**src/rtl/order_ctrl_pkg.sv**
```systemverilog
// Shared definitions for the order-entry controller: FSM states, display modes,
// key codes, pricing and field limits.
package order_ctrl_pkg;

    typedef enum logic [2:0] {
        S_IDLE,
        S_CODE,
        S_QTY,
        S_CALC,
        S_TOTAL,
        S_FINISH
    } state_t;

    localparam logic [2:0] MODE_IDLE   = 3'b000;
    localparam logic [2:0] MODE_CODE   = 3'b001;
    localparam logic [2:0] MODE_QTY    = 3'b010;
    localparam logic [2:0] MODE_TOTAL  = 3'b011;
    localparam logic [2:0] MODE_FINISH = 3'b100;

    localparam logic [3:0] KEY_ENTER  = 4'hA;
    localparam logic [3:0] KEY_CLEAR  = 4'hB;
    localparam logic [3:0] KEY_ADD    = 4'hC;
    localparam logic [3:0] KEY_DONE   = 4'hD;
    localparam logic [3:0] KEY_CANCEL = 4'hE;

    localparam int unsigned PRICE_BASE = 100;
    localparam int unsigned CODE_MAX   = 999;
    localparam int unsigned QTY_MAX    = 99;
    localparam int unsigned TOTAL_MAX  = 99999;

    // CALC shares the quantity display so the operator still sees the line being added.
    function automatic logic [2:0] mode_of(input state_t s);
        case (s)
            S_CODE:         mode_of = MODE_CODE;
            S_QTY, S_CALC:  mode_of = MODE_QTY;
            S_TOTAL:        mode_of = MODE_TOTAL;
            S_FINISH:       mode_of = MODE_FINISH;
            default:        mode_of = MODE_IDLE;
        endcase
    endfunction

endpackage

```
**src/rtl/order_ctrl_hold_counter.sv**
```systemverilog
// Generic hold counter: start begins a run, clear aborts it, done stays high
// from the CYCLES-th cycle after start until cleared.
module hold_counter #(
    parameter int unsigned CYCLES = 8
) (
    input  logic clk,
    input  logic rst_n,
    input  logic start,
    input  logic clear,
    output logic done
);

    localparam int unsigned W = (CYCLES > 1) ? $clog2(CYCLES) : 1;
    localparam logic [W-1:0] LAST = W'(CYCLES - 1);

    logic [W-1:0] cnt;
    logic         running;

    always_ff @(posedge clk or negedge rst_n) begin
        if (!rst_n) begin
            running <= 1'b0;
            cnt     <= '0;
        end else if (clear) begin
            running <= 1'b0;
            cnt     <= '0;
        end else if (start) begin
            running <= 1'b1;
            cnt     <= '0;
        end else if (running && !done) begin
            cnt <= cnt + W'(1);
        end
    end

    assign done = running && (cnt == LAST);

endmodule

```
**src/rtl/order_ctrl.sv**
```systemverilog
// Keypad order controller: code/quantity entry, per-line total accumulation and
// a timed finish display. Define ORDER_TIMEOUT_EN to abandon idle orders.
module order_ctrl
    import order_ctrl_pkg::*;
#(
    parameter int unsigned FINISH_CYCLES  = 50_000_000,
    parameter int unsigned TIMEOUT_CYCLES = 500_000_000
) (
    input  logic        clk,
    input  logic        rst_n,
    input  logic        key_valid,
    input  logic [3:0]  key_code,
    output logic [2:0]  mode,
    output logic [9:0]  cn_now,
    output logic [6:0]  qty_now,
    output logic [16:0] total_sum,
    output logic        busy
);

    state_t      state, state_n;
    logic [9:0]  cn_n;
    logic [6:0]  qty_n;
    logic [6:0]  calc_left, calc_left_n;
    logic [16:0] total_n;
    logic        wipe;

    logic        is_digit;
    logic [13:0] code_ext;
    logic [9:0]  qty_ext;
    logic [17:0] sum_ext;

    logic fin_start, fin_clear, fin_done;
    logic tmo_start, tmo_clear, tmo_done;
    logic active_now, active_next;

    assign is_digit = key_valid && (key_code <= 4'd9);
    assign code_ext = {4'd0, cn_now} * 14'd10 + {10'd0, key_code};
    assign qty_ext  = {3'd0, qty_now} * 10'd10 + {6'd0, key_code};
    assign sum_ext  = {1'b0, total_sum} + 18'(PRICE_BASE) + {8'd0, cn_now};

    always_comb begin
        state_n     = state;
        cn_n        = cn_now;
        qty_n       = qty_now;
        total_n     = total_sum;
        calc_left_n = calc_left;
        wipe        = 1'b0;
        case (state)
            S_IDLE: begin
                if (is_digit) begin
                    state_n = S_CODE;
                    cn_n    = {6'd0, key_code};
                    qty_n   = '0;
                    total_n = '0;
                end
            end
            S_CODE: begin
                if (is_digit) begin
                    if (code_ext <= 14'(CODE_MAX)) cn_n = code_ext[9:0];
                end else if (key_valid) begin
                    case (key_code)
                        KEY_CLEAR:  cn_n = '0;
                        KEY_ENTER: begin
                            state_n = S_QTY;
                            qty_n   = '0;
                        end
                        KEY_CANCEL: wipe = 1'b1;
                        default: ;
                    endcase
                end
            end
            S_QTY: begin
                if (is_digit) begin
                    if (qty_ext <= 10'(QTY_MAX)) qty_n = qty_ext[6:0];
                end else if (key_valid) begin
                    case (key_code)
                        KEY_CLEAR:  qty_n = '0;
                        KEY_ENTER: begin
                            if (qty_now != 7'd0) begin
                                state_n     = S_CALC;
                                calc_left_n = qty_now;
                            end
                        end
                        KEY_CANCEL: wipe = 1'b1;
                        default: ;
                    endcase
                end
            end
            // One price added per cycle; keys are deliberately not decoded here.
            S_CALC: begin
                total_n     = (sum_ext > 18'(TOTAL_MAX)) ? 17'(TOTAL_MAX) : sum_ext[16:0];
                calc_left_n = calc_left - 7'd1;
                if (calc_left == 7'd1) state_n = S_TOTAL;
            end
            S_TOTAL: begin
                if (key_valid) begin
                    case (key_code)
                        KEY_ADD: begin
                            state_n = S_CODE;
                            cn_n    = '0;
                            qty_n   = '0;
                        end
                        KEY_DONE:   state_n = S_FINISH;
                        KEY_CANCEL: wipe = 1'b1;
                        default: ;
                    endcase
                end
            end
            S_FINISH: begin
                if (fin_done) wipe = 1'b1;
            end
            default: wipe = 1'b1;
        endcase
        // A key arriving on the expiry cycle counts as activity and wins.
        if (tmo_done && !key_valid) wipe = 1'b1;
        if (wipe) begin
            state_n = S_IDLE;
            cn_n    = '0;
            qty_n   = '0;
            total_n = '0;
        end
    end

    always_ff @(posedge clk or negedge rst_n) begin
        if (!rst_n) begin
            state     <= S_IDLE;
            cn_now    <= '0;
            qty_now   <= '0;
            total_sum <= '0;
            calc_left <= '0;
            busy      <= 1'b0;
            mode      <= MODE_IDLE;
        end else begin
            state     <= state_n;
            cn_now    <= cn_n;
            qty_now   <= qty_n;
            total_sum <= total_n;
            calc_left <= calc_left_n;
            busy      <= (state_n == S_CALC);
            mode      <= mode_of(state_n);
        end
    end

    assign fin_start   = (state_n == S_FINISH) && (state != S_FINISH);
    assign fin_clear   = (state_n != S_FINISH);
    assign active_now  = (state inside {S_CODE, S_QTY, S_TOTAL});
    assign active_next = (state_n inside {S_CODE, S_QTY, S_TOTAL});

`ifdef ORDER_TIMEOUT_EN
    assign tmo_start = active_next && (key_valid || !active_now);
    assign tmo_clear = !active_next;
`else
    // Held cleared so done never rises and the counter reduces to nothing.
    assign tmo_start = 1'b0;
    assign tmo_clear = 1'b1 | active_now | active_next;
`endif

    hold_counter #(.CYCLES(FINISH_CYCLES)) u_finish (
        .clk   (clk),
        .rst_n (rst_n),
        .start (fin_start),
        .clear (fin_clear),
        .done  (fin_done)
    );

    hold_counter #(.CYCLES(TIMEOUT_CYCLES)) u_timeout (
        .clk   (clk),
        .rst_n (rst_n),
        .start (tmo_start),
        .clear (tmo_clear),
        .done  (tmo_done)
    );

endmodule

```
**config.mk**
```make
export PLATFORM = sky130hd
export DESIGN_NAME = order_ctrl
export DESIGN_NICKNAME = d
export VERILOG_FILES = /design/src/rtl/order_ctrl_pkg.sv /design/src/rtl/order_ctrl_hold_counter.sv /design/src/rtl/order_ctrl.sv
export SDC_FILE = /design/constraint.sdc
export NUM_CORES = 1
export LEC_CHECK = 0
export CAP_MARGIN = 20
export CORE_ASPECT_RATIO = 1.2
export CORE_MARGIN = 3
export CORE_UTILIZATION = 55
export CTS_BUF_LIST = sky130_fd_sc_hd__clkbuf_2
export DETAILED_ROUTE_END_ITERATION = 8
export PLACE_DENSITY_LB_ADDON = 0.25
export SLEW_MARGIN = 10
export SYNTH_ARGS = -nofsm -noshare
export SYNTH_HDL_FRONTEND = slang
export SYNTH_SLANG_ARGS = --single-unit
```
**constraint.sdc**
```tcl
create_clock -name clk -period 7.2 [get_ports clk]
set_input_delay 1.8 -clock clk [delete_from_list [all_inputs] [get_ports clk]]
set_output_delay 1.8 -clock clk [all_outputs]
set_load 0.02 [all_outputs]
```
==> impl_metrics.prom <==
# TYPE chip_impl_metric gauge
chip_impl_info{name="reg2reg_to",value="total_sum[7]"} 1
chip_impl_info{name="synth.top_cells.by_area",value="sky130_fd_sc_hd__dfrtp_1 32%, sky130_fd_sc_hd__ha_1 12%, sky130_fd_sc_hd__nor2_1 4.8%"} 1
chip_impl_metric{name="cpPeakStageDelay",unit="ps"} 740
chip_impl_metric{name="dpl.hpwl",unit="um"} 9840
chip_impl_metric{name="cp_max_fo",unit=""} 11
chip_impl_metric{name="grt.total_usage",unit="%"} 23.3
chip_impl_metric{name="postSynthNetCount",unit=""} 722
chip_impl_metric{name="worst_path_bufs_invs",unit=""} 2
chip_impl_info{name="worst_hold_path_type",value="reg2reg"} 1
chip_impl_metric{name="postCtsResizedCells",unit=""} 0
chip_impl_metric{name="worst_r2r_path_depth",unit=""} 13
chip_impl_info{name="status",value="complete, no violations"} 1
chip_impl_metric{name="area_growth_syn_to_layout",unit="%"} 9.88
chip_impl_info{name="startpoint_of_the_worst_register_to_register_path",value="cn_now[1]"} 1
chip_impl_metric{name="io_buffers",unit=""} 44
chip_impl_info{name="critical_path.top_delay_family",value="compound AO/OA/AOI/OAI gates"} 1
chip_impl_metric{name="max_freq",unit="MHz"} 226
chip_impl_metric{name="antenna_violating_nets_post_route",unit=""} 0
chip_impl_metric{name="timing.final.max_slew_violations",unit=""} 0
chip_impl_info{name="yosys.area.top_type",value="sky130_fd_sc_hd__dfrtp_1"} 1
chip_impl_metric{name="gp_routability_congestion",unit=""} 0.834
chip_impl_metric{name="cp.required",unit="ps"} 7620
chip_impl_metric{name="power.density_cell_area",unit="nW/um^2"} 317
chip_impl_info{name="classification_of_the_worst_setup_path",value="in2reg"} 1
chip_impl_metric{name="synth.yosys.seq_area_share",unit="%"} 32.0
chip_impl_metric{name="report.final.hold_viol_count",unit=""} 0
chip_impl_info{name="hold_path_startpoint",value="calc_left[1]"} 1
chip_impl_info{name="crit_path_frequent_cell",value="sky130_fd_sc_hd__o21ai_0"} 1
chip_impl_metric{name="relSlewSlack",unit="%"} 36.9
chip_impl_metric{name="synth_enable_flop_cells",unit=""} 0
chip_impl_metric{name="post_synth.cell_area_avg",unit="um^2"} 8.95
chip_impl_info{name="timing.critical_path.cells",value="clkdlybuf4s50_1 > inv_1 > fa_1 > nor2b_1 > o21ai_0 > xor2_1 > o31a_1 > a21oi_1 > nor3_1 > o21ai_0 > o2bb2ai_1"} 1
chip_impl_metric{name="multi_input_comb_area",unit="um^2"} 3750
chip_impl_metric{name="die_height",unit="um"} 119
chip_impl_info{name="cts_tree",value="yes"} 1
chip_impl_metric{name="initial_core_util",unit="%"} 57.4
chip_impl_metric{name="worstSkewPairLatency",unit="ps"} 550
chip_impl_metric{name="largest_net_degree_at_the_start_of_global_routing",unit=""} 76
chip_impl_metric{name="fp.dieW",unit="um"} 100
chip_impl_metric{name="ys_types",unit=""} 72
chip_impl_metric{name="reg_to_reg_setup_timing_slack",unit="ps"} 3360
chip_impl_metric{name="timing.hold.ws",unit="ps"} 538
chip_impl_metric{name="cp_data_arrival_time",unit="ps"} 4840
chip_impl_metric{name="timing.max_cap.violations",unit=""} 0
chip_impl_metric{name="layout-drive-gt1-share",unit="%"} 5.06
chip_impl_info{name="cts_root_buffer",value="sky130_fd_sc_hd__clkbuf_2"} 1
chip_impl_metric{name="num_vias",unit=""} 5026
chip_impl_metric{name="grt_first_pass_wirelength",unit="um"} 23000
chip_impl_metric{name="route.detailed.drc",unit=""} 0
chip_impl_metric{name="num-nets-final",unit=""} 755
chip_impl_metric{name="timing.final.crit_period",unit="ps"} 4420
chip_impl_metric{name="first_global_vias",unit=""} 5020
chip_impl_metric{name="htreeDepth",unit=""} 3
chip_impl_metric{name="number_of_antenna_violations_at_the_first_check_in_global_routing",unit=""} 1
chip_impl_metric{name="drt_first_iter_violations",unit=""} 293
chip_impl_metric{name="synth_area",unit="um^2"} 5860
chip_impl_info{name="rsz0062_at_grt",value="no"} 1
chip_impl_info{name="critical_path.endpoint_type",value="register"} 1
chip_impl_metric{name="timing.setup.tns",unit="ps"} 0
chip_impl_metric{name="floorplan.die_area",unit="um^2"} 11900
chip_impl_metric{name="post_cts_hold_fix_bufs",unit=""} 0
chip_impl_metric{name="cts.sinks",unit=""} 75
chip_impl_metric{name="timing.clock.skew",unit="ps"} 36.3
chip_impl_metric{name="drt-pass1-iter-count",unit=""} 6
chip_impl_metric{name="power",unit="mW"} 2.04
chip_impl_metric{name="worst_pin_slew",unit="ps"} 945
chip_impl_metric{name="synthesis.instances",unit=""} 655
chip_impl_metric{name="holdPathStages",unit=""} 2
chip_impl_metric{name="grt_remaining_overflow",unit=""} 0
chip_impl_metric{name="core_area",unit="um^2"} 10200
chip_impl_metric{name="ys_async_sr_fraction",unit="%"} 100
chip_impl_info{name="synth_top_cells_by_count",value="75 x sky130_fd_sc_hd__dfrtp_1, 75 x sky130_fd_sc_hd__nor2_1, 55 x sky130_fd_sc_hd__ha_1"} 1
chip_impl_metric{name="detailed_route_wire_length_per_cell",unit="um"} 16.0
chip_impl_metric{name="cts.clk_slew.worst_paths",unit="ps"} 200
chip_impl_metric{name="vias_per_cell",unit=""} 6.14
chip_impl_metric{name="ios",unit=""} 45
chip_impl_metric{name="std_cell_rows",unit=""} 40
chip_impl_metric{name="timing.final.ws_setup",unit="ps"} 2780
chip_impl_info{name="postSynth.topFlopCell",value="sky130_fd_sc_hd__dfrtp_1"} 1
chip_impl_info{name="min_delay_worst_endpoint",value="calc_left[1]"} 1
chip_impl_metric{name="finalCritPeriodShare",unit="%"} 61.4
chip_impl_metric{name="routed_wirelength",unit="um"} 13100
chip_impl_metric{name="synthDominantCellAreaShare",unit="%"} 32.0
chip_impl_metric{name="peakVddDrop",unit="mV"} 0.336
chip_impl_metric{name="dp_worst_setup_slack",unit="ps"} 2240
chip_impl_info{name="category_of_the_worst_setup_path_launch_point",value="primary input"} 1
chip_impl_metric{name="postCtsSetupBuffers",unit=""} 0
chip_impl_metric{name="final-seq-area",unit="um^2"} 1880
chip_impl_metric{name="report.final.setup_viol",unit=""} 0
chip_impl_metric{name="cts_inserted_buffers",unit=""} 9
chip_impl_metric{name="cts_buffer_depth",unit=""} 2
chip_impl_metric{name="p_leak",unit="nW"} 2.89
chip_impl_metric{name="yosysWarningCount",unit=""} 0
chip_impl_info{name="cp_slowest_cell",value="sky130_fd_sc_hd__clkdlybuf4s50_1"} 1
chip_impl_metric{name="synth.ff_latch_count",unit=""} 75
chip_impl_metric{name="filler_cell_count",unit=""} 882
==> where the power goes <==
| group | switching (mW) | internal [mW] | total (mW) |
|---|---|---|---|
| Sequential | 0.132 | 0.499 | 0.631 |
| Combinational | 0.706 | 0.515 | 1.22 |
| Clock | 0.149 | 0.0402 | 0.189 |
| Total | 0.986 | 1.05 | 2.04 |
==> per-stage QoR <==
| step | instance area (um^2) | utilization [%] | cells |
|---|---|---|---|
| after floorplan | 5860 | - | 655 |
| after global placement | 6350 | 62.2 | 802 |
| after detailed placement | 6360 | 62.3 | 803 |
| after CTS | 6440 | 63.1 | 818 |
| after global routing | 6440 | 63.1 | 819 |
| final | 6440 | 63.1 | 819 |
==> flip-flops by register name, summed over array words and instances (netlist names) <==
name and count:
busy 1, calc_left 7, cn_now 10, mode 3
qty_now 7, state 3, total_sum 17, u_finish.cnt 26
u_finish.running 1
==> cells by family (layout without fill, tap and decap cells) <==
group | after synthesis | after routing | share of synthesized area (%)
other | 0 | 1 | 0
XOR/XNOR | 52 | 52 | 7.77
adder cells (fa/ha/maj) | 60 | 60 | 13.4
AO/OA/AOI/OAI | 171 | 171 | 21.6
AND/OR/NAND/NOR | 233 | 233 | 20.1
multiplexers | 6 | 6 | 1.02
buffers and inverters | 58 | 95 | 4.03
flip-flops | 75 | 75 | 32.0
==> worst max-delay path by stage <==
stage / startpoint / end / slack (ps) / cells past startpoint
after floorplan: key_code[2] / qty_now[4] / 3070 / 11
after global placement: key_code[2] / qty_now[6] / 2380 / 11
after detailed placement: key_code[2] / qty_now[5] / 2240 / 11
after CTS: key_code[2] / qty_now[5] / 2840 / 11
after global routing: key_code[2] / qty_now[5] / 2480 / 11
final: key_code[2] / qty_now[5] / 2780 / 11
==> routing by layer <==
metal / wire length (um) / vias to the layer above / GRT usage, %
li1: - / 2454 / -
met1: 5600 / 2416 / 29.6
met2: 6590 / 126 / 38.9
met3: 607 / 30 / 3.87
met4: 342 / 0 / 9.35
met5: 0 / - / 0
==> cell type report <==
cell class | instances | area share [%]
clock buffer | 9 | 0.699
inverter | 35 | 2.04
multi-input combinational | 522 | 58.2
timing repair buffer | 45 | 6.91
tap | 126 | 2.45
antenna | 1 | 0.0388
sequential | 75 | 29.1
clock inverter | 6 | 0.524
==> placed cells by master (no fill, tap or decap), drive strengths merged, types with 6 or more instances in the layout <==
cell,synthesis,final
a21o,7,7
clkdlybuf4s50,0,43
nand2,45,45
dfrtp,75,75
o21ai,36,36
xor2,30,30
o2bb2ai,9,9
mux2i,6,6
a22o,6,6
ha,55,55
o21a,7,7
xnor2,22,22
nand3,19,19
nor2,75,75
inv,35,35
and3,10,10
nor3,17,17
a21oi,41,41
nand4,11,11
a211oi,10,10
o31ai,7,7
nor2b,9,9
and2,7,7
or3,6,6
a221o,6,6
nand3b,9,9
clkbuf,16,9
==> worst reg2reg max path, stage by stage (launching register included) <==
cell and delay [ps]:
sky130_fd_sc_hd__dfrtp_1 520, sky130_fd_sc_hd__ha_1 330, sky130_fd_sc_hd__ha_1 180, sky130_fd_sc_hd__inv_1 60, sky130_fd_sc_hd__fa_1 400, sky130_fd_sc_hd__nand2b_1 190
sky130_fd_sc_hd__a21oi_1 320, sky130_fd_sc_hd__o22ai_1 180, sky130_fd_sc_hd__xnor2_1 240, sky130_fd_sc_hd__o2111ai_1 160, sky130_fd_sc_hd__a211oi_1 490, sky130_fd_sc_hd__o32ai_4 220
sky130_fd_sc_hd__a21oi_4 320, sky130_fd_sc_hd__a221o_1 190
Note: power is estimated with default switching activity, not from simulation.
